--- src/rtl/mem_arbiter_pkg.sv ---
// Shared types and constants for the two-master memory arbiter.
package mem_arbiter_pkg;

    typedef enum logic [1:0] {
        IDLE  = 2'd0,
        LOCK0 = 2'd1,
        LOCK1 = 2'd2
    } arb_state_t;

    localparam logic [2:0] LB  = 3'b000;
    localparam logic [2:0] LH  = 3'b001;
    localparam logic [2:0] LW  = 3'b010;
    localparam logic [2:0] LBU = 3'b100;
    localparam logic [2:0] LHU = 3'b101;
    localparam logic [2:0] SB  = 3'b000;
    localparam logic [2:0] SH  = 3'b001;
    localparam logic [2:0] SW  = 3'b010;

    localparam logic [31:0] MMIO_ADDR_A = 32'hf6fff070;
    localparam logic [31:0] MMIO_ADDR_B = 32'hffffff00;

endpackage

--- src/rtl/mem_align_chk.sv ---
// Combinational misalignment detector for one master's access.
module mem_align_chk
    import mem_arbiter_pkg::*;
(
    input  logic [2:0] funct3,
    input  logic [1:0] addr_lo,
    output logic       misaligned
);

    // Halfwords only fault when they would straddle a word boundary.
    always_comb begin
        misaligned = 1'b1;
        case (funct3)
            LB, LBU: misaligned = 1'b0;
            LH, LHU: misaligned = (addr_lo == 2'b11);
            LW:      misaligned = (addr_lo != 2'b00);
            default: misaligned = 1'b1;
        endcase
    end

endmodule

--- src/rtl/mem_arbiter.sv ---
// Two-master memory arbiter: round-robin with bounded read-modify-write locking.
module mem_arbiter
    import mem_arbiter_pkg::*;
#(
    parameter int LOCK_MAX = 16
) (
    input  logic        clk,
    input  logic        rst_n,
    input  logic        m0_req,
    input  logic        m0_we,
    input  logic        m0_lock,
    input  logic [31:0] m0_addr,
    input  logic [31:0] m0_wdata,
    input  logic [2:0]  m0_funct3,
    output logic        m0_gnt,
    output logic        m0_rvalid,
    output logic [31:0] m0_rdata,
    output logic        m0_err,
    input  logic        m1_req,
    input  logic        m1_we,
    input  logic        m1_lock,
    input  logic [31:0] m1_addr,
    input  logic [31:0] m1_wdata,
    input  logic [2:0]  m1_funct3,
    output logic        m1_gnt,
    output logic        m1_rvalid,
    output logic [31:0] m1_rdata,
    output logic        m1_err,
    output logic        mem_write,
    output logic [31:0] w_addr,
    output logic [31:0] r_addr,
    output logic [31:0] w_data,
    output logic [2:0]  funct3,
    input  logic [31:0] r_data
);

    localparam logic [4:0] LOCK_LIM = 5'(LOCK_MAX);

    arb_state_t state, state_nx;
    logic       ptr, ptr_nx;
    logic [4:0] lock_cnt, lock_cnt_nx, cnt_inc;
    logic       gnt0, gnt1, mis0, mis1, win_lock, other_req;

    mem_align_chk u_chk0 (.funct3(m0_funct3), .addr_lo(m0_addr[1:0]), .misaligned(mis0));
    mem_align_chk u_chk1 (.funct3(m1_funct3), .addr_lo(m1_addr[1:0]), .misaligned(mis1));

    // ptr=1 favours m1 on an IDLE tie; grants are gated by reset directly.
    always_comb begin
        gnt0 = 1'b0;
        gnt1 = 1'b0;
        if (rst_n) begin
            case (state)
                LOCK0: gnt0 = m0_req;
                LOCK1: gnt1 = m1_req;
                default: begin
                    if (m0_req && m1_req) begin
                        gnt0 = ~ptr;
                        gnt1 = ptr;
                    end else begin
                        gnt0 = m0_req;
                        gnt1 = m1_req;
                    end
                end
            endcase
        end
    end

    always_comb begin
        state_nx    = state;
        ptr_nx      = ptr;
        lock_cnt_nx = lock_cnt;
        win_lock    = gnt0 ? m0_lock : m1_lock;
        other_req   = gnt0 ? m1_req : m0_req;
        cnt_inc     = (lock_cnt >= LOCK_LIM) ? LOCK_LIM : lock_cnt + 5'd1;
        if (gnt0 || gnt1) begin
            ptr_nx = gnt0;
            if (win_lock && !(other_req && cnt_inc >= LOCK_LIM)) begin
                state_nx    = gnt0 ? LOCK0 : LOCK1;
                lock_cnt_nx = cnt_inc;
            end else begin
                state_nx    = IDLE;
                lock_cnt_nx = '0;
            end
        end
    end

    always_ff @(posedge clk or negedge rst_n) begin
        if (!rst_n) begin
            state    <= IDLE;
            ptr      <= 1'b0;
            lock_cnt <= '0;
        end else begin
            state    <= state_nx;
            ptr      <= ptr_nx;
            lock_cnt <= lock_cnt_nx;
        end
    end

    always_comb begin
        mem_write = 1'b0;
        w_addr    = '0;
        r_addr    = '0;
        w_data    = '0;
        funct3    = '0;
        if (gnt0) begin
            mem_write = m0_we & ~mis0;
            w_addr    = m0_addr;
            r_addr    = m0_addr;
            w_data    = m0_wdata;
            funct3    = m0_funct3;
        end else if (gnt1) begin
            mem_write = m1_we & ~mis1;
            w_addr    = m1_addr;
            r_addr    = m1_addr;
            w_data    = m1_wdata;
            funct3    = m1_funct3;
        end
    end

    always_ff @(posedge clk or negedge rst_n) begin
        if (!rst_n) begin
            m0_rvalid <= 1'b0;
            m0_err    <= 1'b0;
            m0_rdata  <= '0;
            m1_rvalid <= 1'b0;
            m1_err    <= 1'b0;
            m1_rdata  <= '0;
        end else begin
            m0_rvalid <= gnt0;
            m0_err    <= gnt0 & mis0;
            m1_rvalid <= gnt1;
            m1_err    <= gnt1 & mis1;
            if (gnt0) m0_rdata <= (!m0_we && !mis0) ? r_data : '0;
            if (gnt1) m1_rdata <= (!m1_we && !mis1) ? r_data : '0;
        end
    end

    assign m0_gnt = gnt0;
    assign m1_gnt = gnt1;

endmodule

--- config.mk ---
export PLATFORM = sky130hd
export DESIGN_NAME = mem_arbiter
export DESIGN_NICKNAME = d
export VERILOG_FILES = /design/src/rtl/mem_arbiter_pkg.sv /design/src/rtl/mem_align_chk.sv /design/src/rtl/mem_arbiter.sv
export SDC_FILE = /design/constraint.sdc
export NUM_CORES = 1
export LEC_CHECK = 0
export ABC_AREA = 1
export CORE_AREA = 4 4 132 134
export CTS_CLUSTER_DIAMETER = 50
export CTS_CLUSTER_SIZE = 12
export DETAILED_ROUTE_END_ITERATION = 10
export DIE_AREA = 0 0 136 138
export PLACE_DENSITY_LB_ADDON = 0.2
export SYNTH_ARGS = -nofsm -noshare
export SYNTH_HDL_FRONTEND = slang
export SYNTH_SLANG_ARGS = --single-unit
export TNS_END_PERCENT = 100
--- constraint.sdc ---
create_clock -name clk -period 1.8 [get_ports clk]
set_input_delay 0.36 -clock clk [delete_from_list [all_inputs] [get_ports clk]]
set_output_delay 0.36 -clock clk [all_outputs]
set_load 0.02 [all_outputs]
==> metrics.md <==
| Metric | Value |
|---|---|
| Status | `finished with violations` |
| Violated checks | `setup timing` |
| Final hold violation count | `0` |
| # rows | `47` |
| Die height | `138 um` |
| Overflow after GRT | `0` |
| Multi-input logic area | `2701 um^2` |
| Cells after synthesis | `624` |
| R2R depth | `12` |
| Drt drc | `0` |
| Post-synthesis simple-gate area fraction | `0.3738` |
| Power per Cell Area | `1347 nW/um^2` |
| Initial antenna violation count | `1` |
| Synthesized area | `4385 um^2` |
| Sw Pwr | `5.685 mW` |
| Critical path capture point type | `primary output` |
| Top-Level Pins | `344` |
| Clock sinks | `76` |
| Wire length per cell | `18.09 um` |
| Combinational share of power | `0.667` |
| WS Path Type | `reg -> out` |
| Clk_lat worst skew | `0.33 ns` |
| Area leader, netlist | `dfrtp_1` |
| Async SR Flop Fraction | `1.000` |
| Switching Fraction | `0.4185` |
| Area Overhead vs Synth | `130.0%` |
| Die X | `136 um` |
| Adder-Cell Fraction of Synth Area | `0.01141` |
| Area after DPL | `8429 um^2` |
| Post-Synth XOR/XNOR Area | `0.001997` |
| Post-synthesis mux area share | `0` |
| Worst slew pin tran | `0.5812 ns` |
| Fin. max-slew vios | `0` |
| RR Startpoint | `state[1]` |
| Worst Slack Setup Final | `-0.6731 ns` |
| FF+latch count, synth | `76` |
| ANT nets after route | `0` |
| Tot Pwr | `13.58 mW` |
| H-tree lvl count | `3` |
| Number of port buffers | `343` |
| Sequential share of the synthesized area | `0.4337` |
| Worst endpoint data arrival time | `2.11 ns` |
| Warnings, synthesis | `0` |
| Hold WC Path Type | `in -> async` |
| Vias in the first global route | `5209` |
| Drt total wl | `22210 um` |
| Fmax | `404.3 MHz` |
| Final setup violation count | `175` |
| Total area of sequential cells | `1902 um^2` |
| Largest cells by area after synthesis | `dfrtp_1 (43%), nand2_1 (26%), nand3_1 (8.6%)` |
| Count leader, synth | `nand2_1` |
| CP startpoint kind | `register` |
| Vias per cell | `4.513` |
| Filler instances | `1403` |
| Core area | `16290 um^2` |
| CP required | `1.44 ns` |
| Clk_skew | `0.007326 ns` |
| Clock Power Share | `0.133` |
| CTS tree | `built` |
| Layout cells sized above 1 | `0.3571` |
| Min cycle time layout | `2.473 ns` |
| Synth Area in Compound Gates | `0.05250` |
| First DRT Iteration DRCs | `178` |
| Reg2Reg Capture Point | `lock_cnt[0]` |
| CTS Root Cell | `clkbuf_16` |
| Internal power | `7.900 mW` |
| Reg-to-reg slack, setup | `-0.26 ns` |
| Commonest cells in the netlist | `nand2_1 (309), dfrtp_1 (76), nand3_1 (75)` |
| CP startpoint | `state[1]` |
| Fraction of the cycle the final worst path needs | `1.374` |
| Initial Utilization | `0.2692` |
| Num CTS Buffers | `9` |
| RSZ-0062 raised after global routing | `yes` |
| Net Count, Synth | `802` |
| Die area | `18770 um^2` |
| Largest net degree at the start of global routing | `47` |
| VDD IR-drop max | `902.4 uV` |
| Post-synthesis cell type count | `21` |
| CP Capture Point | `w_addr[0]` |
| Antenna cells | `0` |
| Post-synth EDFFs | `0` |
| LEAKAGE | `4.621 nW` |
| Max-cap violation count | `0` |
| Total track usage | `0.2009` |
| Largest fanout on the critical path | `8` |
| Prevailing post-synth register cell | `dfrtp_1` |
| DRT Pass-1 Iters | `4` |
| Clock buffer depth | `2` |
| Top-area cell type share of the netlist area | `0.4337` |
| Final Wtd Congestion | `0.8469` |
| Worst-path clk slew | `0.06 ns` |
| Slew margin rel. | `0.6126` |
| Largest family of logic cells by synthesized area | `simple AND/OR/NAND/NOR gates` |
| Cell area after layout | `10080 um^2` |
| First-pass GRT wire length | `29950 um` |
| Nets | `1182` |
| Syn avg cell area | `7.028 um^2` |
| Via count | `5542` |
| DP Wirelength | `15110 um` |
| Seq pwr share | `0.200` |
[per-stage QoR]
step | setup slack (ns) | cells | TNS (ns) | hold WS (ns) | utilization
global route | -0.7775 | 1228 | -83.19 | 0.1202 | 0.6191
floorplan | -0.2008 | 624 | -8.187 | 0.06441 | -
finish | -0.6731 | 1228 | -66.48 | 0.08295 | 0.6191
global placement | -0.9148 | 1164 | -111.37 | 0.2959 | 0.5175
detailed placement | -0.9313 | 1164 | -112.52 | 0.2941 | 0.5175
CTS | -0.6995 | 1183 | -69.18 | 0.08962 | 0.5327
[sequential cells by signal, indices dropped and copies added, names as in the netlist]
register,count
lock_cnt,5
m0_err,1
m0_rdata,32
m0_rvalid,1
m1_err,1
m1_rdata,32
m1_rvalid,1
ptr,1
state,2
[power groups by stage]
stage	sequential (mW)	clock [mW]	combinational, mW
floorplan	3.43	0	3.31
global placement	2.73	0	7.30
detailed placement	2.71	0	7.34
CTS	2.72	1.88	7.21
global route	2.82	1.94	9.57
finish	2.72	1.80	9.06
[how the worst min path moves through the flow]
stage,start,slack [ns],endpoint,cells past startpoint
6_report,rst_n,0.08,m1_rdata[14],2
5_1_grt,rst_n,0.12,m1_rdata[18],2
4_1_cts,rst_n,0.09,m1_rdata[22],2
3_5_place_dp,rst_n,0.29,m0_rvalid,2
3_3_place_gp,rst_n,0.30,m0_rvalid,2
2_1_floorplan,rst_n,0.06,lock_cnt[0],0
[layout make-up]
class,instances,area share
Timing Repair Buffer,438,0.4752
Inverter,26,0.01141
Sequential cell,76,0.1886
Clock inverter,5,0.005955
Clock buffer,10,0.02370
Tap cell,220,0.02730
Multi-Input combinational cell,453,0.2679
[worst max-delay path: stages, from the launching register on]
cell	delay, ns
dfrtp_1	0.42
ha_4	0.34
nor2_4	0.05
nor2_4	0.10
nand2_4	0.11
clkbuf_16	0.19
buf_4	0.14
o22ai_4	0.16
buf_4	0.13
buf_4	0.13
[layout by cell type, fill, tap and decap left out, drive strengths merged]
| cell | instances |
|---|---|
| dlygate4sd3 | 1 |
| a21oi | 2 |
| nand3 | 75 |
| nand2 | 312 |
| nor2 | 11 |
| ha | 4 |
| clkbuf | 21 |
| buf | 185 |
| clkinv | 1 |
| nand4 | 5 |
| clkdlybuf4s15 | 1 |
| xnor2 | 1 |
| bufinv | 1 |
| clkinvlp | 1 |
| o22ai | 4 |
| dfrtp | 76 |
| o21ai | 39 |
| clkdlybuf4s50 | 240 |
| inv | 28 |
[metal layers]
metal	GRT usage	part of all wire
met5	0	0.00059
met3	0.06541	0.079
met2	0.3411	0.50
met1	0.2423	0.39
met4	0.05782	0.025
[kinds of logic after synthesis]
logic type	Yosys count
compound gates	45
xor+xnor	1
fa+ha+maj	4
simple gates	403
buf+inv	95
flops	76
[repair_timing]
item,4_1_cts,5_1_grt
endpoints found under the setup margin,163,175
gates cloned,1,15
gates resized for setup,404,320
endpoints found under the hold margin,2,0
setup buffers,2,30
hold buffers,1,0
pin swaps,2,41
Power figures use the tool's default switching activity.
==> variant, RTL diff (same settings) <==
The parameter `LOCK_MAX` goes from 16 to 12.
--- a/src/rtl/mem_arbiter.sv
+++ b/src/rtl/mem_arbiter.sv
@@ -3,5 +3,5 @@
     import mem_arbiter_pkg::*;
 #(
-    parameter int LOCK_MAX = 16
+    parameter int LOCK_MAX = 12
 ) (
     input  logic        clk,
Formal check against the unedited RTL: same outputs for any inputs over 4 cycles, from zero or initial values and one cycle with rst_n low; that may be too few to reach the edited logic, so the function may still have changed.
==> variant against the unedited design <==
- the flow still finishes with violations (setup timing)
- power up 9.1%
- cell area down 2.2%
- utilization shrank 1.4 points
- synthesized area is 0.94% higher
- routed wire length increased by 5.5%
- sequential cell count unchanged
- combinational power grew 9.5%
- sequential share of layout area rose by 0.43 points
- non-clock buffer count fell by 14
- clock skew decreased by 0.0021 ns
- die area stayed put
- worst hold slack better by 0.39 ns
- setup slack better by 0.013 ns
- global-route usage rose by 3.5 points
- largest power group unchanged
- highest routed layer is now met4
==> variant: results <==
metrics = {
    "outcome": {
        "outcome": "finished with violations",
        "failed_checks": "setup timing",
    },
    "cells_and_area": {
        "stdcell_count": 1218,
        "multi_input_cells": 454,
        "drive_gt1_share_pct": 34.6,
        "fillCellCount": 1429,
        "seq_area_share_pct": 19.3,
        "clkCellAreaFrac_pct": 3.55,
        "nonClkBufAreaFrac_pct": 46.8,
    },
    "synth": {
        "syn_avg_cell_area_um2": 7.06,
        "syn_nets": 805,
        "syn_area_um2": 4430,
    },
    "drt": {
        "wl_met3_mm": 2.10,
        "met1_length_mm": 9.20,
        "drtIter0Drc": 254,
        "routed-wl-met2_mm": 11.7,
    },
    "pwr": {
        "p_sw_share_pct": 42.3,
    },
    "setup_path": {
        "r2r_cells": 14,
        "cp_max_fo": 6,
    },
    "worst_hold_path": {
        "holdCritPathClass": "register to register",
    },
    "sta": {
        "layout_setup_ws_ns": -0.660,
        "worst_slew_pin_slew_ns": 0.671,
        "setup_viol": 154,
    },
    "global_route": {
        "antenna_found_initial": 0,
        "grt_max_degree": 74,
    },
    "placed_design": {
        "gp_congestion": 0.907,
        "dpl_worst_slack_ns": -0.921,
    },
}
variant: changes by cell type in the layout (fill, tap and decap cells not counted), moves of 8 or more:
cell       delta
buf_12        -8
buf_16        +8
buf_4        +13
buf_6        -15
clkbuf_16     -8
nand2_1      -25
nand2_2      +22
nand3_1      +28
nand3_2      -20
nand3_4       -8
o21ai_0       +8
variant: worst paths after layout:
kind                                          from  slack (ns)                 endpoint
hold / removal             m0_rdata[4]$_DFFE_PN0P_        0.48  m0_rdata[4]$_DFFE_PN0P_
max in group asynchronous                    rst_n        0.30  m0_rdata[3]$_DFFE_PN0P_
setup / recovery              state[1]$_DFFE_PN0P_       -0.66               w_data[19]
min in group asynchronous                    rst_n        0.63          ptr$_DFFE_PN0P_
hold reg to reg            m0_rdata[4]$_DFFE_PN0P_        0.48  m0_rdata[4]$_DFFE_PN0P_
setup reg to reg              state[1]$_DFFE_PN0P_       -0.39  lock_cnt[1]$_DFFE_PN0P_
variant: repair_timing:
item                                    in CTS  in global routing
hold buffers                                 1                  0
pin swaps                                    4                 13
gates cloned                                10                  3
hold endpoints to repair                     3                  0
gates resized for setup                    602                 94
buffers inserted                            21                  5
endpoints found under the setup margin     170                245
variant: critical path, cell delays in order, from the launching register on:
cell and delay (ns):
dfrtp_1 0.42, ha_4 0.34, inv_2 0.05, nand2_4 0.06
nand3_4 0.08, buf_12 0.16, inv_16 0.08, buf_6 0.11
buf_16 0.13, buf_6 0.10, nand2_4 0.05, nand2_2 0.06
buf_6 0.11
variant: kinds of logic (layout without fill, tap and decap cells):
group	Yosys count	count (layout)	share of synthesized area (%)
AOI/OAI and AO/OA	46	46	5.31
adders and majority gates	4	4	1.13
buffers and inverters	97	468	13.1
DFF	76	76	43.0
and+or+nand+nor	404	404	37.5
